<file path="src/rtl/uart_pkg.sv">
// Shared definitions for the oversampling UART receiver.
//   - Parity-mode encodings, as driven on parity_mode_i.
//   - Receiver FSM state encoding.
//   - Bit positions inside the per-word error flags {break, parity, framing}.
//   - maj3(): the 2-of-3 vote used to decide each bit.
package uart_pkg;

  localparam logic [1:0] PAR_ODD   = 2'b00;
  localparam logic [1:0] PAR_EVEN  = 2'b01;
  localparam logic [1:0] PAR_NONE  = 2'b10;
  localparam logic [1:0] PAR_SPACE = 2'b11;

  localparam logic [2:0] ST_IDLE     = 3'd0;
  localparam logic [2:0] ST_START    = 3'd1;
  localparam logic [2:0] ST_DATA     = 3'd2;
  localparam logic [2:0] ST_PARITY   = 3'd3;
  localparam logic [2:0] ST_STOP     = 3'd4;
  localparam logic [2:0] ST_BRK_WAIT = 3'd5;

  localparam int ERR_FRM = 0;
  localparam int ERR_PAR = 1;
  localparam int ERR_BRK = 2;

  function automatic logic maj3(input logic a, input logic b, input logic c);
    return (a & b) | (a & c) | (b & c);
  endfunction

endpackage

</file>
<file path="src/rtl/uart_rx_fifo.sv">
// First-word-fall-through receive FIFO.
// The head entry is presented on rd_data whenever rd_vld is high; a pop
// happens on rd_vld & rd_rdy. A write into a full FIFO is accepted only if a
// pop happens in the same cycle; otherwise it is dropped and 'drop' pulses.
// Ports:
//   clk      in   clock
//   rst_n    in   synchronous active-low reset
//   wr_en    in   push request
//   wr_data  in   WIDTH  word to push
//   rd_rdy   in   consumer ready
//   rd_vld   out  FIFO non-empty
//   rd_data  out  WIDTH  head word (0 when empty)
//   level    out  occupancy, 0..DEPTH
//   drop     out  push rejected because the FIFO was full with no pop
module uart_rx_fifo #(
  parameter int WIDTH = 11,
  parameter int DEPTH = 16
) (
  input  logic                     clk,
  input  logic                     rst_n,
  input  logic                     wr_en,
  input  logic [WIDTH-1:0]         wr_data,
  input  logic                     rd_rdy,
  output logic                     rd_vld,
  output logic [WIDTH-1:0]         rd_data,
  output logic [$clog2(DEPTH):0]   level,
  output logic                     drop
);

  localparam int PW = $clog2(DEPTH);

  logic [WIDTH-1:0] mem [DEPTH];
  logic [PW-1:0]    wr_ptr;
  logic [PW-1:0]    rd_ptr;
  logic [PW:0]      count;
  logic             full;
  logic             pop;
  logic             wr_ok;

  assign full   = (count == (PW+1)'(DEPTH));
  assign rd_vld = (count != '0);
  assign pop    = rd_vld & rd_rdy;
  // A pop frees the slot in the same cycle, so a full FIFO can still take a word.
  assign wr_ok  = wr_en & (~full | pop);
  assign drop   = wr_en & full & ~pop;

  assign rd_data = rd_vld ? mem[rd_ptr] : '0;
  assign level   = count;

  always_ff @(posedge clk) begin
    if (wr_ok) begin
      mem[wr_ptr] <= wr_data;
    end
  end

  // DEPTH is a power of two, so the pointers wrap by natural overflow.
  always_ff @(posedge clk) begin
    if (!rst_n) begin
      wr_ptr <= '0;
      rd_ptr <= '0;
      count  <= '0;
    end else begin
      if (wr_ok) begin
        wr_ptr <= wr_ptr + PW'(1);
      end
      if (pop) begin
        rd_ptr <= rd_ptr + PW'(1);
      end
      case ({wr_ok, pop})
        2'b10:   count <= count + (PW+1)'(1);
        2'b01:   count <= count - (PW+1)'(1);
        default: count <= count;
      endcase
    end
  end

endmodule

</file>
<file path="src/rtl/uart_rx_os.sv">
// Oversampling UART receiver with majority-vote bit decisions, false-start
// rejection, parity/framing/break flags per word, sticky overrun and an FWFT
// receive FIFO.
// Optional feature macro: UART_RX_TIMEOUT_EN adds a character timeout that
// fires after TOUT_BITS idle bit-times with data waiting in the FIFO. Without
// it timeout_o is tied low.
// Ports:
//   clk_i          in   clock
//   rst_n_i        in   synchronous active-low reset
//   rx_en_i        in   receiver enable; low discards a partial word
//   parity_mode_i  in   2   00 odd, 01 even, 10 none, 11 space
//   data_bits_i    in   4   data bits per word, 5..DATA_WIDTH (else DATA_WIDTH)
//   baud_div_i     in   BAUDRATE_WIDTH  oversample tick period minus 1
//   rx_i           in   asynchronous serial input
//   rx_rdy_i       in   consumer ready
//   rx_vld_o       out  FIFO head valid
//   rx_data_o      out  DATA_WIDTH  head data, LSB first received
//   rx_err_o       out  3   head flags {break, parity, framing}
//   level_o        out  FIFO occupancy
//   ovr_o          out  sticky overrun
//   ovr_clr_i      in   clears ovr_o (a same-cycle overrun wins)
//   timeout_o      out  character timeout
//
// state       | meaning
// ------------+----------------------------------------------------------
// ST_IDLE     | line idle, waiting for a synchronised falling edge
// ST_START    | checking the start bit; a 1 vote is a false start
// ST_DATA     | shifting in data bits, LSB first
// ST_PARITY   | checking the parity bit (skipped when parity is none)
// ST_STOP     | first stop bit; the word is pushed at its mid-bit vote
// ST_BRK_WAIT | break received, waiting for the line to return high
module uart_rx_os
  import uart_pkg::*;
#(
  parameter int DLY            = 1,
  parameter int DATA_WIDTH     = 8,
  parameter int BAUDRATE_WIDTH = 16,
  parameter int OVS            = 16,
  parameter int DEPTH          = 16,
  parameter int TOUT_BITS      = 40
) (
  input  logic                       clk_i,
  input  logic                       rst_n_i,
  input  logic                       rx_en_i,
  input  logic [1:0]                 parity_mode_i,
  input  logic [3:0]                 data_bits_i,
  input  logic [BAUDRATE_WIDTH-1:0]  baud_div_i,
  input  logic                       rx_i,
  input  logic                       rx_rdy_i,
  output logic                       rx_vld_o,
  output logic [DATA_WIDTH-1:0]      rx_data_o,
  output logic [2:0]                 rx_err_o,
  output logic [$clog2(DEPTH):0]     level_o,
  output logic                       ovr_o,
  input  logic                       ovr_clr_i,
  output logic                       timeout_o
);

  localparam int OS_W = $clog2(OVS);
  localparam logic [OS_W-1:0] OS_S0  = OS_W'(OVS/2 - 1);
  localparam logic [OS_W-1:0] OS_S1  = OS_W'(OVS/2);
  localparam logic [OS_W-1:0] OS_S2  = OS_W'(OVS/2 + 1);
  localparam logic [OS_W-1:0] OS_END = OS_W'(OVS - 1);
  localparam logic [3:0]      DW4    = 4'(DATA_WIDTH);

  // DLY is accepted so existing instantiations keep working; register
  // delays are not modelled. This block only elaborates for a bad setup.
  if (DLY < 0 || TOUT_BITS < 1 || OVS < 8 || (OVS % 2) != 0 ||
      DATA_WIDTH < 5 || DATA_WIDTH > 9 || DEPTH < 2 ||
      (DEPTH & (DEPTH - 1)) != 0) begin : g_bad_params
  end

  logic                      rx_s1, rx_s2, rx_prev;
  logic [2:0]                state;
  logic [BAUDRATE_WIDTH-1:0] tick_cnt;
  logic                      tick_run, tick;
  logic [OS_W-1:0]           os_cnt;
  logic                      smp0, smp1;
  logic                      bit_val, mid, bit_end, start_det;
  logic [1:0]                par_mode;
  logic [3:0]                nbits, bit_idx;
  logic [DATA_WIDTH-1:0]     shreg;
  logic                      par_err, all_zero, exp_par;
  logic [2:0]                err;
  logic                      push, drop, fifo_vld;
  logic [DATA_WIDTH+2:0]     head;

  always_ff @(posedge clk_i) begin
    if (!rst_n_i) begin
      rx_s1   <= 1'b1;
      rx_s2   <= 1'b1;
      rx_prev <= 1'b1;
    end else begin
      rx_s1   <= rx_i;
      rx_s2   <= rx_s1;
      rx_prev <= rx_s2;
    end
  end

  assign start_det = rx_en_i && (state == ST_IDLE) && rx_prev && !rx_s2;

`ifdef UART_RX_TIMEOUT_EN
  // Idle ticks are needed to time the character timeout.
  assign tick_run = rx_en_i && ((state != ST_IDLE) || fifo_vld);
`else
  assign tick_run = rx_en_i && (state != ST_IDLE);
`endif
  assign tick = tick_run && (tick_cnt == '0);

  // Forcing the counter to 0 on the start edge makes the first tick of a
  // frame land on the very next clock, independent of any idle phase.
  always_ff @(posedge clk_i) begin
    if (!rst_n_i) begin
      tick_cnt <= '0;
    end else if (!tick_run || start_det) begin
      tick_cnt <= '0;
    end else if (tick_cnt == '0) begin
      tick_cnt <= baud_div_i;
    end else begin
      tick_cnt <= tick_cnt - BAUDRATE_WIDTH'(1);
    end
  end

  always_ff @(posedge clk_i) begin
    if (!rst_n_i) begin
      os_cnt <= '0;
    end else if (!rx_en_i || state == ST_IDLE) begin
      os_cnt <= '0;
    end else if (tick) begin
      os_cnt <= (os_cnt == OS_END) ? '0 : os_cnt + OS_W'(1);
    end
  end

  always_ff @(posedge clk_i) begin
    if (!rst_n_i) begin
      smp0 <= 1'b0;
      smp1 <= 1'b0;
    end else if (tick) begin
      if (os_cnt == OS_S0) smp0 <= rx_s2;
      if (os_cnt == OS_S1) smp1 <= rx_s2;
    end
  end

  // The third sample is the live synchronised line at the deciding tick.
  assign mid     = tick && (os_cnt == OS_S2);
  assign bit_end = tick && (os_cnt == OS_END);
  assign bit_val = maj3(smp0, smp1, rx_s2);

  always_comb begin
    exp_par = 1'b0;
    case (par_mode)
      PAR_ODD:  exp_par = ~^shreg;
      PAR_EVEN: exp_par = ^shreg;
      default:  exp_par = 1'b0;
    endcase
  end

  always_ff @(posedge clk_i) begin
    if (!rst_n_i) begin
      state    <= ST_IDLE;
      par_mode <= '0;
      nbits    <= '0;
      bit_idx  <= '0;
      shreg    <= '0;
      par_err  <= 1'b0;
      all_zero <= 1'b0;
    end else if (!rx_en_i) begin
      state <= ST_IDLE;
    end else begin
      case (state)
        ST_IDLE: begin
          if (start_det) begin
            par_mode <= parity_mode_i;
            nbits    <= (data_bits_i < 4'd5 || data_bits_i > DW4) ? DW4 : data_bits_i;
            bit_idx  <= '0;
            shreg    <= '0;
            par_err  <= 1'b0;
            all_zero <= 1'b1;
            state    <= ST_START;
          end
        end
        ST_START: begin
          if (mid && bit_val) begin
            state <= ST_IDLE;
          end else if (bit_end) begin
            state <= ST_DATA;
          end
        end
        ST_DATA: begin
          if (mid) begin
            for (int i = 0; i < DATA_WIDTH; i++) begin
              if (bit_idx == 4'(i)) shreg[i] <= bit_val;
            end
            if (bit_val) all_zero <= 1'b0;
          end
          if (bit_end) begin
            if (bit_idx == nbits - 4'd1) begin
              state <= (par_mode == PAR_NONE) ? ST_STOP : ST_PARITY;
            end else begin
              bit_idx <= bit_idx + 4'd1;
            end
          end
        end
        ST_PARITY: begin
          if (mid) begin
            par_err <= (bit_val != exp_par);
            if (bit_val) all_zero <= 1'b0;
          end
          if (bit_end) begin
            state <= ST_STOP;
          end
        end
        ST_STOP: begin
          // Leave at mid-bit so a start bit right after the stop bit is caught.
          if (mid) begin
            state <= (!bit_val && all_zero) ? ST_BRK_WAIT : ST_IDLE;
          end
        end
        ST_BRK_WAIT: begin
          if (rx_s2) state <= ST_IDLE;
        end
        default: state <= ST_IDLE;
      endcase
    end
  end

  always_comb begin
    err          = '0;
    err[ERR_FRM] = ~bit_val;
    err[ERR_PAR] = par_err;
    err[ERR_BRK] = ~bit_val & all_zero;
  end

  assign push = rx_en_i && (state == ST_STOP) && mid;

  uart_rx_fifo #(
    .WIDTH (DATA_WIDTH + 3),
    .DEPTH (DEPTH)
  ) u_fifo (
    .clk     (clk_i),
    .rst_n   (rst_n_i),
    .wr_en   (push),
    .wr_data ({err, shreg}),
    .rd_rdy  (rx_rdy_i),
    .rd_vld  (fifo_vld),
    .rd_data (head),
    .level   (level_o),
    .drop    (drop)
  );

  assign rx_vld_o  = fifo_vld;
  assign rx_data_o = head[DATA_WIDTH-1:0];
  assign rx_err_o  = head[DATA_WIDTH+2:DATA_WIDTH];

  always_ff @(posedge clk_i) begin
    if (!rst_n_i) begin
      ovr_o <= 1'b0;
    end else if (drop) begin
      ovr_o <= 1'b1;
    end else if (ovr_clr_i) begin
      ovr_o <= 1'b0;
    end
  end

`ifdef UART_RX_TIMEOUT_EN
  localparam int TO_W = $clog2(TOUT_BITS + 1);

  logic [OS_W-1:0] to_tick;
  logic [TO_W-1:0] to_bits;
  logic            pop;

  assign pop = fifo_vld & rx_rdy_i;

  always_ff @(posedge clk_i) begin
    if (!rst_n_i) begin
      to_tick   <= '0;
      to_bits   <= '0;
      timeout_o <= 1'b0;
    end else if (!rx_en_i || pop || start_det) begin
      to_tick   <= '0;
      to_bits   <= '0;
      timeout_o <= 1'b0;
    end else if (state == ST_IDLE && fifo_vld && !timeout_o && tick) begin
      if (to_tick == OS_END) begin
        to_tick <= '0;
        if (to_bits == TO_W'(TOUT_BITS - 1)) begin
          to_bits   <= '0;
          timeout_o <= 1'b1;
        end else begin
          to_bits <= to_bits + TO_W'(1);
        end
      end else begin
        to_tick <= to_tick + OS_W'(1);
      end
    end
  end
`else
  assign timeout_o = 1'b0;
`endif

endmodule

</file>
<file path="config.mk">
export PLATFORM = sky130hd
export DESIGN_NAME = uart_rx_os
export DESIGN_NICKNAME = d
export VERILOG_FILES = /design/src/rtl/uart_pkg.sv /design/src/rtl/uart_rx_fifo.sv /design/src/rtl/uart_rx_os.sv
export SDC_FILE = /design/constraint.sdc
export NUM_CORES = 1
export LEC_CHECK = 0
export ABC_AREA = 1
export CORE_UTILIZATION = 45
export CTS_BUF_LIST = sky130_fd_sc_hd__clkbuf_4
export CTS_CLUSTER_SIZE = 16
export DETAILED_ROUTE_END_ITERATION = 8
export GPL_ROUTABILITY_DRIVEN = 0
export HOLD_SLACK_MARGIN = 0.08
export SLEW_MARGIN = 20
export SYNTH_ARGS = -nofsm -noshare
export SYNTH_HDL_FRONTEND = slang
export SYNTH_HIERARCHICAL = 1
export SYNTH_SLANG_ARGS = --single-unit
</file>
<file path="constraint.sdc">
create_clock -name clk_i -period 3.6 [get_ports clk_i]
set_input_delay 0.72 -clock clk_i [delete_from_list [all_inputs] [get_ports clk_i]]
set_output_delay 0.72 -clock clk_i [all_outputs]
set_load 0.03 [all_outputs]
</file>
==> impl_metrics.yaml, run 1 <==
clocking:
  post-cts-setup-buffers: 0
  cts_buffers: 66
  cts_tree: "yes"
  clk_pin_slew_ns: 0.06
  cts_root_buf: "clkbuf_4"
  h-tree-depth: 3
  cts_max_path_buffers: 3
  cts_hold_buf: 0
  clock_latency_ns: 0.66
  cts.sinks: 242
detailed_routing:
  drt_iter0_drc: 576
  vias: 7868
  drc: 0
  drt_first_pass_iters: 5
  ant_nets: 0
  wl_per_cell_um: 16.7
  via_per_inst: 5.19
  routed_wl_mm: 25.4
logic_synthesis:
  synth_area_um2: 10700
  yosys_warnings: 6
  synthDistinctLibCells: 44
  ys_seq_area_frac: 0.616
  netlist_instances: 1045
  post_synth.cell_area_avg_um2: 10.3
  yosys_register_bits: 242
  synthesis.nets: 1090
timing:
  drv_slew: 0
  hold_viol: 0
  fin_tns_setup_ns: 0
  finalCritPeriodShare: 0.936
  worst_pin_slew_ns: 0.904
  worst_clock_skew_ns: 0.0471
  finalSetupViolCount: 0
  clock.fmax_mhz: 297
  setup_ws_ns: 0.232
  timing.final.crit_period_ns: 3.37
  grt_setup_unrepaired: "no"
  timing.slew.headroom: 0.397
placed_design:
  port_buffers: 45
  dpl_cell_area_um2: 11600
  dp_hpwl_mm: 15.8
  dpl_worst_slack_ns: 0.399
floorplan:
  core_um2: 23400
  io_pins: 47
  start_util: 0.459
  dieArea_um2: 24500
  die_h_um: 156
  fp.dieW_um: 156
  rows: 56
worst_setup_path:
  path_class: "register to primary output"
  worstPathRequired_ns: 2.88
  critPathArrivalTime_ns: 2.65
  cp-end-kind: "primary output"
  startpoint_type: "register"
  crit_fanout: 20
power:
  irDropWorstVdd_v: 0.000389
  leakagePower_nw: 4.63
  power_per_cell_area_nw_per_um2: 665
final_layout:
  nets: 1191
  drive_gt1_frac: 0.165
  area_delta_synth_final_pct: 16.7
  final_area_um2: 12500
job:
  maxCapViolCount: 0
grt:
  grt_pass1_wl_mm: 40.3
  grt_pass1_vias: 7646
  grt_max_degree: 45
  antenna_found_initial: 1
  grt_overflow: 0
  grt_use_total: 0.216
status:
  status: "finished, final reports clean"
worst_hold_path:
  hold_class: "register to register"
## worst paths after layout
path          startpoint         endpoint  slack [ns]  cells past startpoint
max             register     rx_data_o[5]        0.23                      5
min                rx_s1            rx_s2        0.42                      1
max reg2reg  tick_cnt[0]  u_fifo/level[4]        0.64                     18
min reg2reg        rx_s1            rx_s2        0.42                      1
## timing repair
item,4_1_cts,5_1_grt
endpoints found under the hold margin,0,0
setup endpoints to repair,11,1
cloned,1,0
gates resized for setup,15,4
## flip-flops by register name (all words and copies together), names as in the netlist, 3 cells and up, named ones only
signal,count
os_cnt,4
bit_idx,4
nbits,4
shreg,8
u_fifo/level,5
state,3
tick_cnt,16
u_fifo/wr_ptr,4
u_fifo/rd_ptr,4
u_fifo/mem,176
## synthesized netlist by cell type (all sizes together)
library cell	number	share of area
edfxtp	176	0.49
nand3b	1	0.00070
o221a	1	0.0010
o21ai	137	0.064
conb	1	0.00035
nand3	51	0.026
nor3b	2	0.0014
or2	2	0.0012
o221ai	33	0.027
o22ai	12	0.0070
o21bai	3	0.0021
a21oi	62	0.031
inv	84	0.030
o211ai	2	0.0019
nand2	124	0.049
buf	17	0.010
a211oi	1	0.00070
xor2	9	0.0073
clkinv	4	0.0016
clkbuf	25	0.0087
a21boi	1	0.0017
nor3	3	0.0014
nand4	11	0.0070
dfxtp	66	0.12
xnor2	8	0.0065
ha	17	0.020
nor2	185	0.072
a31oi	7	0.0041
## routing by layer
metal,vias to the layer above,share of wire,global-route usage
met3,36,0.052,0.0407
met4,0,0.020,0.0864
met1,3709,0.46,0.286
met5,-,0,0
li1,3916,-,-
met2,207,0.46,0.348
## cell families after synthesis
| group | count (synthesis) | share of synthesized area |
|---|---|---|
| xor gates and xnor gates | 17 | 0.0139 |
| DFF | 242 | 0.616 |
| buffers and inverters | 130 | 0.0503 |
| and+or+nand+nor | 379 | 0.159 |
| adders and majority gates | 17 | 0.0198 |
| other | 1 | 0.000349 |
| AOI/OAI and AO/OA | 259 | 0.141 |
## power breakdown
| group | internal, mW | total, mW | switching, mW |
|---|---|---|---|
| Combinational | 0.847 | 2.59 | 1.75 |
| Sequential | 3.13 | 3.33 | 0.201 |
| Clock | 1.28 | 2.41 | 1.13 |
| Total | 5.26 | 8.33 | 3.07 |
## layout make-up
type                            instances  area (µm²)
Multi-Input combinational cell        673        3590
Fill cell                            2191       10900
Antenna cell                            2        5.00
Clock inverter                         16        88.8
Tap cell                              319         399
Timing Repair Buffer                   75         736
Inverter                               88         339
Sequential cell                       242        6610
Clock buffer                          100         751
## worst max-delay path, stage by stage, from the launching register on
cell and delay [ns]:
dfxtp_1 0.31, inv_1 0.56, o221ai_1 0.41, nand3_1 0.25, a21oi_1 0.08, dlygate4sd2_1 0.37
## metrics by stage
| stage | utilization | hold WS [ns] | total power [mW] | std cells |
|---|---|---|---|---|
| final | 0.535 | 0.421 | 8.33 | 1515 |
| after global placement | 0.498 | 0.397 | 6.00 | 1396 |
| after global routing | 0.535 | 0.448 | 8.86 | 1515 |
| after detailed placement | 0.498 | 0.404 | 6.01 | 1396 |
| after CTS | 0.535 | 0.427 | 8.42 | 1513 |
| after floorplan | - | 0.393 | 5.13 | 1045 |
## cell usage in the layout, fill, tap and decap left out, types with 3 or more instances in the layout
master             n
dfxtp_1           65
a21oi_2            6
xor2_1             9
clkinv_1          11
nand2_2           13
o21ai_1            9
o21bai_1           3
o221ai_1          33
xnor2_1            8
inv_1             75
o21ai_0          126
inv_2              9
nor2_2             8
buf_12             3
nand2_1          107
clkinv_4           6
a21oi_1           56
nand4_1           10
nor2_1           170
nand3_1           49
edfxtp_1         176
o22ai_1           12
nor3_1             3
clkdlybuf4s50_1   34
a31oi_1            7
nand2_4            4
ha_1              17
dlygate4sd2_1     10
nor2_4             6
buf_4             25
clkbuf_4         100
Power figures use the tool's default switching activity.
==> run 2, diff against run 1 <==
--- a/config.mk
+++ b/config.mk
@@ -15,5 +15,4 @@
 export SLEW_MARGIN = 20
 export SYNTH_ARGS = -nofsm -noshare
 export SYNTH_HDL_FRONTEND = slang
-export SYNTH_HIERARCHICAL = 1
 export SYNTH_SLANG_ARGS = --single-unit
==> run 2 against run 1 <==
- total power up 1.1%
- maximum frequency rose by 0.13%
- die area decreased by 2.2%
- critical path type unchanged
- critical endpoint is now rx_data_o[0]
- largest power group unchanged
==> impl_metrics.yaml, run 2 <==
logic_synthesis:
  yosys_warnings: 0
  synth_top_area_share: 0.504
  synth_most_common_cell: "edfxtp_1"
  synthDistinctLibCells: 40
  synth_area_um2: 10500
  synthesis.nets: 1058
  yosysTopAreaCell: "edfxtp_1"
  yosys_register_bits: 242
  async_flop_share: 0
  synth_edf_count: 176
  synth_area_leaders: "edfxtp_1 50%, dfxtp_1 13%, o21ai_0 6.5%, nor2_1 6.1%, a21oi_1 3.5%"
  post_synth.cell_area_avg_um2: 10.4
  netlist_instances: 1011
  ys_seq_area_frac: 0.629
  synthTopCellsByCount: "176 x edfxtp_1, 170 x nor2_1, 137 x o21ai_0, 79 x nand2_1, 73 x a21oi_1"
  synth_top_flop_cell: "edfxtp_1"
power:
  irDropWorstVdd_v: 0.000324
  power_per_cell_area_nw_per_um2: 679
  leakagePower_nw: 4.69
worst_setup_path:
  cp-end-kind: "primary output"
  startpoint_type: "register"
  crit_chain: "inv_1 -> buf_4 -> o21ai_0 -> o22ai_1 -> nor2_1 -> nor2_1 -> o21ai_0 -> a21oi_1 -> dlygate4sd2_1"
  ff2ff_path_depth: 19
  reg2reg_to: "u_fifo.level[4]"
  critPathSlowestCell: "dfxtp_2"
  crit_fanout: 18
  r2r_slack_ns: 0.74
  path_class: "register to primary output"
  max_stage_delay_ns: 0.44
  critPathArrivalTime_ns: 2.64
  worstPathRequired_ns: 2.88
  worstReg2RegStart: "tick_cnt[0]"
detailed_routing:
  drt_first_pass_iters: 5
  wl_per_cell_um: 16.4
  via_per_inst: 5.15
  vias: 7619
  drc: 0
  ant_nets: 0
  drt_iter0_drc: 443
  routed_wl_mm: 24.3
timing:
  clock.fmax_mhz: 297
  finalCritPeriodShare: 0.934
  hold_viol: 0
  worst_clock_skew_ns: 0.0420
  finalSetupViolCount: 0
  timing.slew.headroom: 0.438
  worst_pin_slew_ns: 0.841
  fin_tns_setup_ns: 0
  grt_setup_unrepaired: "no"
  drv_slew: 0
  timing.final.crit_period_ns: 3.36
  setup_ws_ns: 0.236
final_layout:
  largest_reg_flops: 176
  drive_gt1_frac: 0.152
  area_delta_synth_final_pct: 18.1
  layout_commonest_cell: "edfxtp_1"
  utilization: 0.544
  regMostFlops: "u_fifo.mem"
  reg.largest.list: "u_fifo.mem (176), tick_cnt (16), shreg (8)"
  nets: 1172
  final_cell_mix: "176 x edfxtp_1, 170 x nor2_1, 136 x o21ai_0"
grt:
  antenna_found_initial: 1
  grt_pass1_wl_mm: 38.9
  grt_use_total: 0.211
  grt_max_degree: 65
  grt_overflow: 0
  grt_pass1_vias: 7523
placed_design:
  dpl_worst_slack_ns: 0.183
  dp_hpwl_mm: 15.5
  port_buffers: 45
floorplan:
  rows: 55
  die_h_um: 155
  start_util: 0.461
  dieArea_um2: 23900
  io_pins: 47
  fp.dieW_um: 155
  core_um2: 22800
worst_hold_path:
  whs_endpoint: "rx_s2"
  worstHoldStart: "rx_s1"
  hold_class: "register to register"
  whs_path_depth: 1
job:
  maxCapViolCount: 0
clocking:
  clock_latency_ns: 0.66
  cts.sinks: 242
  clk_pin_slew_ns: 0.06
  cts_buffers: 67
  h-tree-depth: 3
  post-cts-setup-buffers: 0
  cts_tree: "yes"
  cts_max_path_buffers: 3
  cts_root_buf: "clkbuf_4"
status:
  status: "finished, final reports clean"
-- run 2: changes by cell type after synthesis, moves of 6 or more --
cell      before  now
a21oi_1       56   73
a21oi_2        6    0
clkbuf_1      25   35
inv_1         75   69
nand2_1      107   79
o21ai_0      129  137
xor2_1         9   15
-- run 2: kinds of logic (layout without fill, tap and decap cells) --
group	Yosys count	count (layout)	share of synthesized area
compound gates	272	272	0.145
xor+xnor	25	25	0.0209
fa+ha+maj	19	19	0.0226
buf+inv	118	271	0.0433
flops	242	242	0.629
other cells	1	2	0.000357
simple gates	334	334	0.138
-- run 2: repair_timing --
| action | CTS | global route |
|---|---|---|
| resized for setup | 12 | 2 |
| hold buffers | 0 | 0 |
| endpoints found under the setup margin | 11 | 2 |
-- run 2: final cells by class --
cell class              count  area (µm²)
well taps                 313         392
diodes                      1        2.50
clock inverters            14         168
fillers                  2063       10400
multi-input cells         651        3440
inverters                  76         288
repair buffers             87         801
flip-flops and latches    242        6610
clock buffers              94         706
-- run 2: worst max-delay path: cells and delay by family, from the launching register on --
| family | cells | cell delay, ns |
|---|---|---|
| AO/OA/AOI/OAI | 4 | 0.63 |
| AND/OR/NAND/NOR | 2 | 0.16 |
| buffers and inverters | 3 | 0.79 |
| flip-flops | 1 | 0.44 |
-- run 2: stage by stage --
stage / instances / hold WS, ns / power [mW] / cell area (µm²)
3_3_place_gp: 1369 / 0.399 / 5.96 / 11500
4_1_cts: 1477 / 0.415 / 8.52 / 12400
3_5_place_dp: 1369 / 0.401 / 5.98 / 11500
5_1_grt: 1478 / 0.447 / 8.95 / 12400
2_1_floorplan: 1011 / 0.393 / 5.05 / 10500
6_report: 1478 / 0.416 / 8.42 / 12400
-- run 2: power by group --
part / internal, mW / total (mW) / switching (mW) / leakage [nW]
Combinational: 0.860 / 2.51 / 1.65 / 2.01
Sequential: 3.14 / 3.34 / 0.210 / 2.17
Clock: 1.48 / 2.57 / 1.09 / 0.509
Total: 5.47 / 8.42 / 2.95 / 4.69
-- run 2: per-layer routing --
metal,global-route usage,share of wire,up-vias
met2,0.349,0.48,204
met1,0.269,0.45,3538
met3,0.0504,0.054,37
met5,0,0,-
met4,0.0783,0.017,0
li1,-,-,3840
-- run 2: worst max path at each step --
stage / end / start / depth (start not counted) / slack, ns
after global placement: u_fifo.level[4] / rx_en_i / 16 / 0.26
after floorplan: u_fifo.level[4] / rx_en_i / 15 / 0.86
after detailed placement: u_fifo.level[4] / rx_en_i / 16 / 0.18
final: rx_data_o[0] / register / 9 / 0.24
after CTS: rx_data_o[7] / register / 6 / 0.02
after global routing: rx_data_o[0] / register / 9 / 0.05
